## src/rtl/ysyx_23060203_ifetch.sv

```systemverilog
// ysyx_23060203_ifetch: flushable single-outstanding instruction fetch stage
module ysyx_23060203_ifetch #(
    parameter logic [31:0] RESET_PC = 32'h8000_0000
) (
    input  logic        clk,
    input  logic        rstn,
    input  logic        redirect_valid,
    input  logic [31:0] redirect_pc,
    output logic        mem_req_valid,
    input  logic        mem_req_ready,
    output logic [31:0] mem_req_addr,
    input  logic        mem_rsp_valid,
    input  logic [31:0] mem_rsp_data,
    input  logic        mem_rsp_err,
    output logic        out_valid,
    input  logic        out_ready,
    output logic [31:0] out_pc,
    output logic [31:0] out_inst,
    output logic        out_fault
);
    typedef enum logic [1:0] {IDLE, REQ, WAIT, OUT} state_t;
    state_t      state;
    logic [31:0] pc;
    logic [31:0] inst;
    logic        fault;
    logic        drop;
    logic [31:0] target;

    assign target        = redirect_pc & ~32'h3;
    assign mem_req_valid = state == REQ;
    assign mem_req_addr  = pc;
    assign out_valid     = state == OUT;
    assign out_pc        = pc;
    assign out_inst      = inst;
    assign out_fault     = fault;

    // fetch FSM: drop marks an in-flight response made stale by a redirect
    always_ff @(posedge clk or negedge rstn) begin
        if (!rstn) begin
            state <= IDLE;
            pc    <= RESET_PC;
            inst  <= '0;
            fault <= 1'b0;
            drop  <= 1'b0;
        end else begin
            case (state)
                IDLE: state <= REQ;
                REQ: begin
                    if (redirect_valid) pc <= target;
                    if (mem_req_ready) begin
                        state <= WAIT;
                        drop  <= redirect_valid;
                    end
                end
                WAIT: begin
                    if (mem_rsp_valid) begin
                        drop <= 1'b0;
                        if (drop || redirect_valid) begin
                            state <= REQ;
                            if (redirect_valid) pc <= target;
                        end else begin
                            inst  <= mem_rsp_err ? '0 : mem_rsp_data;
                            fault <= mem_rsp_err;
                            state <= OUT;
                        end
                    end else if (redirect_valid) begin
                        pc   <= target;
                        drop <= 1'b1;
                    end
                end
                OUT: begin
                    if (redirect_valid) begin
                        pc    <= target;
                        state <= REQ;
                    end else if (out_ready) begin
                        pc    <= pc + 32'd4;
                        state <= REQ;
                    end
                end
                default: state <= IDLE;
            endcase
        end
    end
endmodule

```

## config.mk

```make
export PLATFORM = sky130hd
export DESIGN_NAME = ysyx_23060203_ifetch
export DESIGN_NICKNAME = d
export VERILOG_FILES = /design/src/rtl/ysyx_23060203_ifetch.sv
export SDC_FILE = /design/constraint.sdc
export NUM_CORES = 1
export LEC_CHECK = 0
export BUFFER_PORTS_ARGS = -buffer_cell sky130_fd_sc_hd__buf_2
export CAP_MARGIN = 10
export CELL_PAD_IN_SITES_DETAIL_PLACEMENT = 0
export CELL_PAD_IN_SITES_GLOBAL_PLACEMENT = 2
export CORE_MARGIN = 3
export CORE_UTILIZATION = 24
export CTS_BUF_LIST = sky130_fd_sc_hd__clkbuf_16
export CTS_CLUSTER_DIAMETER = 150
export DETAILED_ROUTE_END_ITERATION = 16
export PLACE_DENSITY_LB_ADDON = 0.1
export SYNTH_ARGS = -nofsm -noshare
export SYNTH_HDL_FRONTEND = slang
export SYNTH_SLANG_ARGS = --single-unit
```

## constraint.sdc

```tcl
create_clock -name clk -period 1.7 [get_ports clk]
set_input_delay 0 -clock clk [delete_from_list [all_inputs] [get_ports clk]]
set_output_delay 0 -clock clk [all_outputs]
set_load 0.005 [all_outputs]
```

After elaboration in Yosys (flattened, before gate mapping) --
Cells that the tools add are included.
Word-level totals: ROM bits 0, word-level logic and storage cells 40, bits in registers 68, memories kept 0, latch bits 0, bits in writable memories 0
Cells by class: order comparisons 0, muxes and demuxes 17, $mul 0, $add $sub $neg 1, eq/ne operators 8, reductions and logical operators 8, bitwise logic cells 1, divide/modulo/power cells 0, shift operators 0
Operators with widths (number):
- 32-bit 2-to-1 mux | 6
- 32-bit one-hot mux with 3 select lines | 1
- 32-bit by 3-bit adder with 32-bit output, second input constant | 1
- 3-bit AND reduction | 4
- 2-bit 2-to-1 mux | 5
- 2-bit one-hot mux with 4 select lines | 1
- 3-bit inequality test, second input constant | 2
- 2-bit equality test, second input constant | 2
- 1-bit 2-to-1 mux | 3
- 3-bit by 2-bit inequality test with 1-bit output, second input constant | 1
- 3-bit nonzero test | 1
- 2-bit by 1-bit equality test with 1-bit output, second input constant | 1
- 2-bit zero test | 1
- 2-bit by 1-bit inequality test with 1-bit output, second input constant | 1
- 2-bit inequality test, second input constant | 1
- 1-bit one-hot mux with 2 select lines | 1
- 2-bit nonzero test | 1
- 1-bit logical OR | 1
- 1-bit inverter | 1

Longest topological paths before layout --
Gate-level depths: netlist of the first run.
word-level depth 4, depth in mapped cells 9, gate-level depth less buffers 7

Least setup slack after synthesis of the first run --
No wires, ideal clock.
kind register -> register, start point reg pc[2], in the netlist mem_req_addr[2], end point reg pc[28], in the netlist mem_req_addr[28], path slack -0.229 ns, cell stages (with the launch flop) 7, required time 1.631 ns, data arrival time 1.860 ns, cells stage by stage dfrtp_1 ha_1 nand3_1 nor4_1 nand2_1 or4b_1 nand3_1
Between the ends: longest elaborated chain between the ends 4
Ends and longest elaborated chain:
- from (decl) | RTL line 23 | logic [31:0] pc;
- from (signal assigned) | RTL line 49 | if (redirect_valid) pc <= target;
- from (signal assigned) | RTL line 60 | if (redirect_valid) pc <= target;
- from (signal assigned) | RTL line 67 | pc <= target;
- 32-bit by 3-bit adder with 32-bit output | RTL line 76 | pc <= pc + 32'd4;
- 32-bit 2-to-1 mux | RTL line 75 | end else if (out_ready) begin
- 32-bit 2-to-1 mux | RTL line 72 | if (redirect_valid) begin
- 32-bit one-hot mux with 3 select lines | RTL line 46 | case (state)
Every way passes these cells. The select of a mux whose other input is x is not followed. A chain may end at the register's enable or synchronous reset.

Final worst setup path of the first run --
start point reg state[0], end point reg pc[16], in the netlist mem_req_addr[16]
Between the ends: longest elaborated chain between the ends 3
Ends and longest elaborated chain:
- from (decl) | RTL line 22 | state_t state;
- from (signal assigned) | RTL line 40 | state <= IDLE;
- from (signal assigned) | RTL line 47 | IDLE: state <= REQ;
- from (signal assigned) | RTL line 51 | state <= WAIT;
- 2-bit equality test or 2-bit by 1-bit equality test with 1-bit output (tied branches) | RTL line 46
- 3-bit inequality test (no line) (tied with other cells)
- 3-bit AND reduction (no line)
Parallel ways exist; a longest one is shown, timed or not.

==> results.yml, run 1 <==
status:
  status: "finished, violations left"
  violations: "setup timing"
layout:
  drive_above_1_share_pct: 44.5
  fin_nets: 775
  post-route-util_pct: 41.2
  fin_cells: 915
  design_area_um2: 6330
  diodes: 0
  syn2layout_area_growth_pct: 65.6
sta:
  fin_skew_ns: 0.00741
  hold_viol: 0
  finalSetupViolCount: 23
  max_freq_mhz: 523
  finalCriticalPeriod_ns: 1.91
  worst_slack_ns: -0.211
  rsz0062_at_grt: "yes"
  drv_slew: 0
  finalCritPeriodShare_pct: 112
drt:
  vias: 4091
  routedWlPerCell_um: 15.0
  drt_iter0_drc: 134
  totalWireLength_mm: 13.7
  drt-vias-per-instance: 4.47
  firstDrtPassIters: 4
  route.detailed.drc: 0
  final_antenna_net_count: 0
synth:
  synth_cell_types: 53
  synthArstFlopShare_pct: 100
  synth-main-ff-cell: "dfrtp_1"
  synth-seq-area-share_pct: 43.2
  synth_area_leader_cell: "dfrtp_1"
  synth_edf_count: 0
  synth_common_cells: "dfrtp_1 (65), nand2_1 (58), o21ai_0 (58), buf_4 (34), nand2b_1 (34)"
  yosysMostFrequentCell: "dfrtp_1"
  synthesis.area_um2: 3820
  yosys-top-cells-area: "dfrtp_1 (43%), o21ai_0 (7.6%), buf_4 (6.7%)"
  synthDominantCellAreaShare_pct: 42.5
  synth_seq_cells: 66
  yosys_warnings: 0
  syn_inst: 445
  avgSynthCellArea_um2: 8.59
worst_setup_path:
  cp.required_ns: 1.92
  worstSetupStartpointType: "flop"
  criticalPathCategory: "flop to flop"
  worstPathArrival_ns: 2.13
  cp_max_fo: 10
  end_kind: "flop"
place:
  dp_hpwl_mm: 9.91
  port_buffers: 163
  place_ws_ns: -0.257
  place_area_um2: 5220
  place_congestion: 0.803
  dp.cells: 836
die:
  num_io_pins: 170
  coreArea_um2: 15400
  rows: 45
  die_area_um2: 17500
  die-width_um: 132
  initial_core_util_pct: 24.9
  die_y_um: 132
pwr:
  power_frac_seq_pct: 28.7
  clkPwrFrac_pct: 20.0
  p_comb_share_pct: 51.3
  p_sw_w: 0.00359
  sw_frac_of_total_pct: 38.1
  ir_worst_vdd_v: 0.000554
  intPower_w: 0.00582
  p_per_area_nw_per_um2: 1490
  p_leak_nw: 2.93
worst_hold_path:
  hold_class: "input port to flop"
run:
  maxCapViolCount: 0
cts:
  cts.path.max_buffers: 2
  numClockSinks: 66
  cts_tree: "built"
  htree_num_levels: 3
  path_clk_slew_ns: 0.06
  cts_buffers: 9
  clkLatencyLatePin_ns: 0.34
  cts-root-buf: "clkbuf_16"
global_route:
  track_usage_pct: 15.5
  grt_pass1_vias: 4080
  grt_pass1_wl_mm: 21.8
  antenna_found_initial: 0
  global_route.overflow_total: 0
  grt_max_degree: 66
-- critical path, stage by stage, from the launching register on --
cell and delay [ns]:
dfrtp_1 0.40, inv_2 0.09, ha_4 0.18, nand4bb_4 0.10, or3b_4 0.40, buf_6 0.16, or3_1 0.31, o211ai_1 0.10
a21oi_1 0.06
-- stage by stage --
stage	power (W)	setup TNS (ns)	hold slack, ns
6_report	0.00941	-2.42	0.0116
5_1_grt	0.0101	-4.71	0.00817
4_1_cts	0.00939	-2.23	0.00444
3_5_place_dp	0.00697	-4.70	-0.0250
3_3_place_gp	0.00693	-2.87	-0.0243
2_1_floorplan	0.00493	-1.21	-0.296
-- power by group through the flow --
stage	registers (W)	clock network, W	logic, W
finish	0.00270	0.00188	0.00482
global route	0.00278	0.00203	0.00533
CTS	0.00271	0.00196	0.00472
detailed placement	0.00270	0	0.00427
global placement	0.00268	0	0.00424
floorplan	0.00293	0	0.00200
-- per-layer routing --
metal | share of wire [%] | GRT usage, % | vias to the layer above
li1 | - | - | 2047
met1 | 44 | 19.2 | 1905
met2 | 48 | 26.1 | 130
met3 | 6.9 | 5.53 | 9
met4 | 1.2 | 3.52 | 0
met5 | 0 | 0 | -
-- layout make-up --
| cell class | count | area (um2) |
|---|---|---|
| Clock buffer | 9 | 225 |
| Clock inverter | 7 | 70.1 |
| Fill cell | 1601 | 9040 |
| Inverter | 6 | 22.5 |
| Timing Repair Buffer | 299 | 2070 |
| Multi-Input combinational cell | 317 | 2020 |
| Tap cell | 211 | 264 |
| Sequential cell | 66 | 1660 |
-- kinds of logic after synthesis --
family / count (synthesis) / synth area share [%]
multiplexers: 3 / 0.818
other: 1 / 0.0981
AO/OA/AOI/OAI: 122 / 18.6
buffers and inverters: 65 / 9.91
adder cells (fa/ha/maj): 5 / 1.64
AND/OR/NAND/NOR: 183 / 25.7
flip-flops: 66 / 43.2
-- sequential cells by signal, indices dropped and copies added (netlist names) --
| name | count |
|---|---|
| drop | 1 |
| out_inst | 32 |
| out_fault | 1 |
| mem_req_addr | 30 |
| state | 2 |
-- repair_timing --
| item | in CTS | in global routing |
|---|---|---|
| hold buffers | 50 | 0 |
| setup buffers | 8 | 4 |
| cloned | 1 | 0 |
| resized for setup | 33 | 25 |
| hold endpoints to repair | 91 | 0 |
| pin swaps | 3 | 10 |
| setup endpoints to repair | 31 | 56 |
-- worst paths after layout --
check                                 from                to  slack [ns]  cells past startpoint
max reg2reg                       state[0]  mem_req_addr[16]       -0.21                      8
min                        redirect_pc[18]  mem_req_addr[18]        0.01                      3
min reg2reg                   out_inst[26]      out_inst[26]        0.47                      2
max in group asynchronous             rstn  mem_req_addr[31]        0.94                      3
max                               state[0]  mem_req_addr[16]       -0.21                      8
min in group asynchronous             rstn  mem_req_addr[26]        0.15                      2
-- cell usage in the layout, fill, tap and decap left out, types with 9 or more instances in the layout --
cell	instances
a21oi_1	18
a21oi_2	10
buf_2	162
buf_4	76
clkbuf_16	9
dfrtp_1	58
dlygate4sd3_1	50
nand2_1	58
nand2b_1	34
nand3_1	15
nor2_1	20
o21ai_0	47
Power figures use the tool's default switching activity.
==> run 2, diff against run 1 <==
Settings changed: SETUP_SLACK_MARGIN set to 0.5.
==> run 2 against run 1 <==
The flow still finishes with violations (setup timing). Core utilization grew 2.4 points. Total power is 4.2% higher. Die area stayed put. Non-clock buffer count is 10 higher. Maximum frequency increased by 0.46%. Clock skew down 0.0024 ns. Cell count increased by 1.1%. First-iteration DRC count increased by 18%. Register-to-register slack about the same. Count of clock-buffer cells in the layout unchanged. Clock power about the same. Sequential share of layout area decreased by 1.4 points.
==> results.yml, run 2 (synthesis results as in run 1) <==
status:
  status: "finished, violations left"
  violations: "setup timing"
cts:
  path_clk_slew_ns: 0.06
  cts.path.max_buffers: 2
  cts_tree: "built"
  cts-root-buf: "clkbuf_16"
  htree_num_levels: 3
  numClockSinks: 66
  clkLatencyLatePin_ns: 0.34
  cts_buffers: 9
layout:
  n_fill_cell: 1563
  largest_reg_flops: 32
  post-route-util_pct: 43.5
  mostFrequentLayoutCell: "buf_2"
  diodes: 0
  fin_nets: 785
  design_area_um2: 6690
  syn2layout_area_growth_pct: 75.0
  final_cell_mix: "buf_2 (161), buf_4 (66), nand2_1 (58)"
  drive_above_1_share_pct: 48.3
die:
  die_y_um: 132
  coreArea_um2: 15400
  num_io_pins: 170
  die-width_um: 132
  rows: 45
  die_area_um2: 17500
  initial_core_util_pct: 24.9
sta:
  rsz0062_at_grt: "yes"
  finalSetupViolCount: 23
  fin_skew_ns: 0.00503
  max_freq_mhz: 526
  whs_ns: 0.0163
  worst_slack_ns: -0.202
  drv_slew: 0
  finalCritPeriodShare_pct: 112
  hold_viol: 0
  finalCriticalPeriod_ns: 1.90
global_route:
  global_route.overflow_total: 0
  track_usage_pct: 16.4
  grt_max_degree: 40
  grt_pass1_wl_mm: 23.1
  antenna_found_initial: 0
  grt_pass1_vias: 4313
drt:
  wl_met1_mm: 6.43
  firstDrtPassIters: 4
  drt_iter0_drc: 158
  highest_layer: "met4"
  wl_met2_mm: 7.21
  final_antenna_net_count: 0
  dr_wl_met3_um: 834
  route.detailed.drc: 0
  drt-vias-per-instance: 4.58
  routedWlPerCell_um: 16.0
  totalWireLength_mm: 14.8
  vias: 4239
pwr:
  sw_frac_of_total_pct: 37.9
  p_leak_nw: 3.12
  clkPwrFrac_pct: 18.9
  power_frac_seq_pct: 27.6
  p_sw_w: 0.00371
  p_per_area_nw_per_um2: 1460
  ir_worst_vdd_v: 0.000529
  intPower_w: 0.00609
  p_comb_share_pct: 53.5
worst_setup_path:
  path_buf_inv: 3
  cp.required_ns: 1.96
  worstSetupStartpointType: "flop"
  slowest_delay_ns: 0.42
  worstPathArrival_ns: 2.17
  cp_top_family: "simple AND/OR/NAND/NOR gates"
  cp_max_fo: 5
  criticalPathCategory: "flop to flop"
  crit_chain: "inv_2 -> ha_4 -> nand4bb_4 -> or3b_4 -> buf_4 -> buf_6 -> a211o_1 -> a21oi_2"
  end_kind: "flop"
  cp_slowest_cell: "or3b_4"
place:
  place_congestion: 0.764
  place_ws_ns: -0.230
  port_buffers: 163
  dp_hpwl_mm: 9.69
  place_area_um2: 5200
worst_hold_path:
  hold_class: "input port to flop"
run:
  maxCapViolCount: 0
run 2: cell types whose count changed in the layout (fill, tap and decap cells not counted), sizes merged:
cell and change:
clkinvlp -1, inv +2, bufbuf +3, buf +5, clkinv -1, clkbuf +2
run 2: final cells by class:
| class | count | area (um2) | share of cell area (%) |
|---|---|---|---|
| well taps | 211 | 264 | 3.94 |
| repair buffers | 309 | 2310 | 34.5 |
| clock buffers | 9 | 225 | 3.37 |
| flip-flops and latches | 66 | 1660 | 24.8 |
| inverters | 6 | 22.5 | 0.337 |
| clock inverters | 7 | 62.6 | 0.935 |
| multi-input cells | 317 | 2150 | 32.1 |
run 2: per-stage QoR:
stage	setup TNS (ns)	power, W	cells
global route	-4.44	0.0106	925
global placement	-1.56	0.00690	833
finish	-2.48	0.00980	925
floorplan	-1.20	0.00496	448
detailed placement	-2.52	0.00694	833
CTS	-1.87	0.00933	913
run 2: metal layers:
metal | vias up | global-route usage (%)
met1 | 2029 | 19.9
met3 | 25 | 4.50
li1 | 2062 | -
met5 | - | 0
met2 | 123 | 27.9
met4 | 0 | 6.29
run 2: worst register-to-register path, stage by stage (launching register included):
cell,delay [ns]
dfrtp_2,0.40
inv_2,0.07
ha_4,0.17
nand4bb_4,0.10
or3b_4,0.42
buf_4,0.16
buf_6,0.13
a211o_1,0.27
a21oi_2,0.11
run 2: power groups by stage:
stage	Sequential (W)	Clock, W	Combinational, W
6_report	0.00270	0.00186	0.00524
5_1_grt	0.00279	0.00198	0.00578
4_1_cts	0.00268	0.00193	0.00472
3_5_place_dp	0.00269	0	0.00425
3_3_place_gp	0.00268	0	0.00422
2_1_floorplan	0.00293	0	0.00203
run 2: path summary, 6_finish.rpt:
check / slack [ns] / to / cells past startpoint / from
worst max-delay path: -0.20 / mem_req_addr[14] / 8 / state[0]
worst min-delay path: 0.02 / mem_req_addr[2] / 3 / redirect_pc[2]
worst max register to register: -0.20 / mem_req_addr[14] / 8 / state[0]
worst min register to register: 0.47 / out_inst[4] / 2 / out_inst[4]
max in group asynchronous: 0.95 / mem_req_addr[31] / 3 / rstn
min in group asynchronous: 0.15 / mem_req_addr[27] / 2 / rstn
run 2: what timing repair did:
item	4_1_cts	5_1_grt
pin swaps	8	17
setup buffers	10	10
hold endpoints to repair	76	0
cloned	4	2
setup endpoints to repair	68	68
gates resized for setup	38	79
hold buffers	50	0
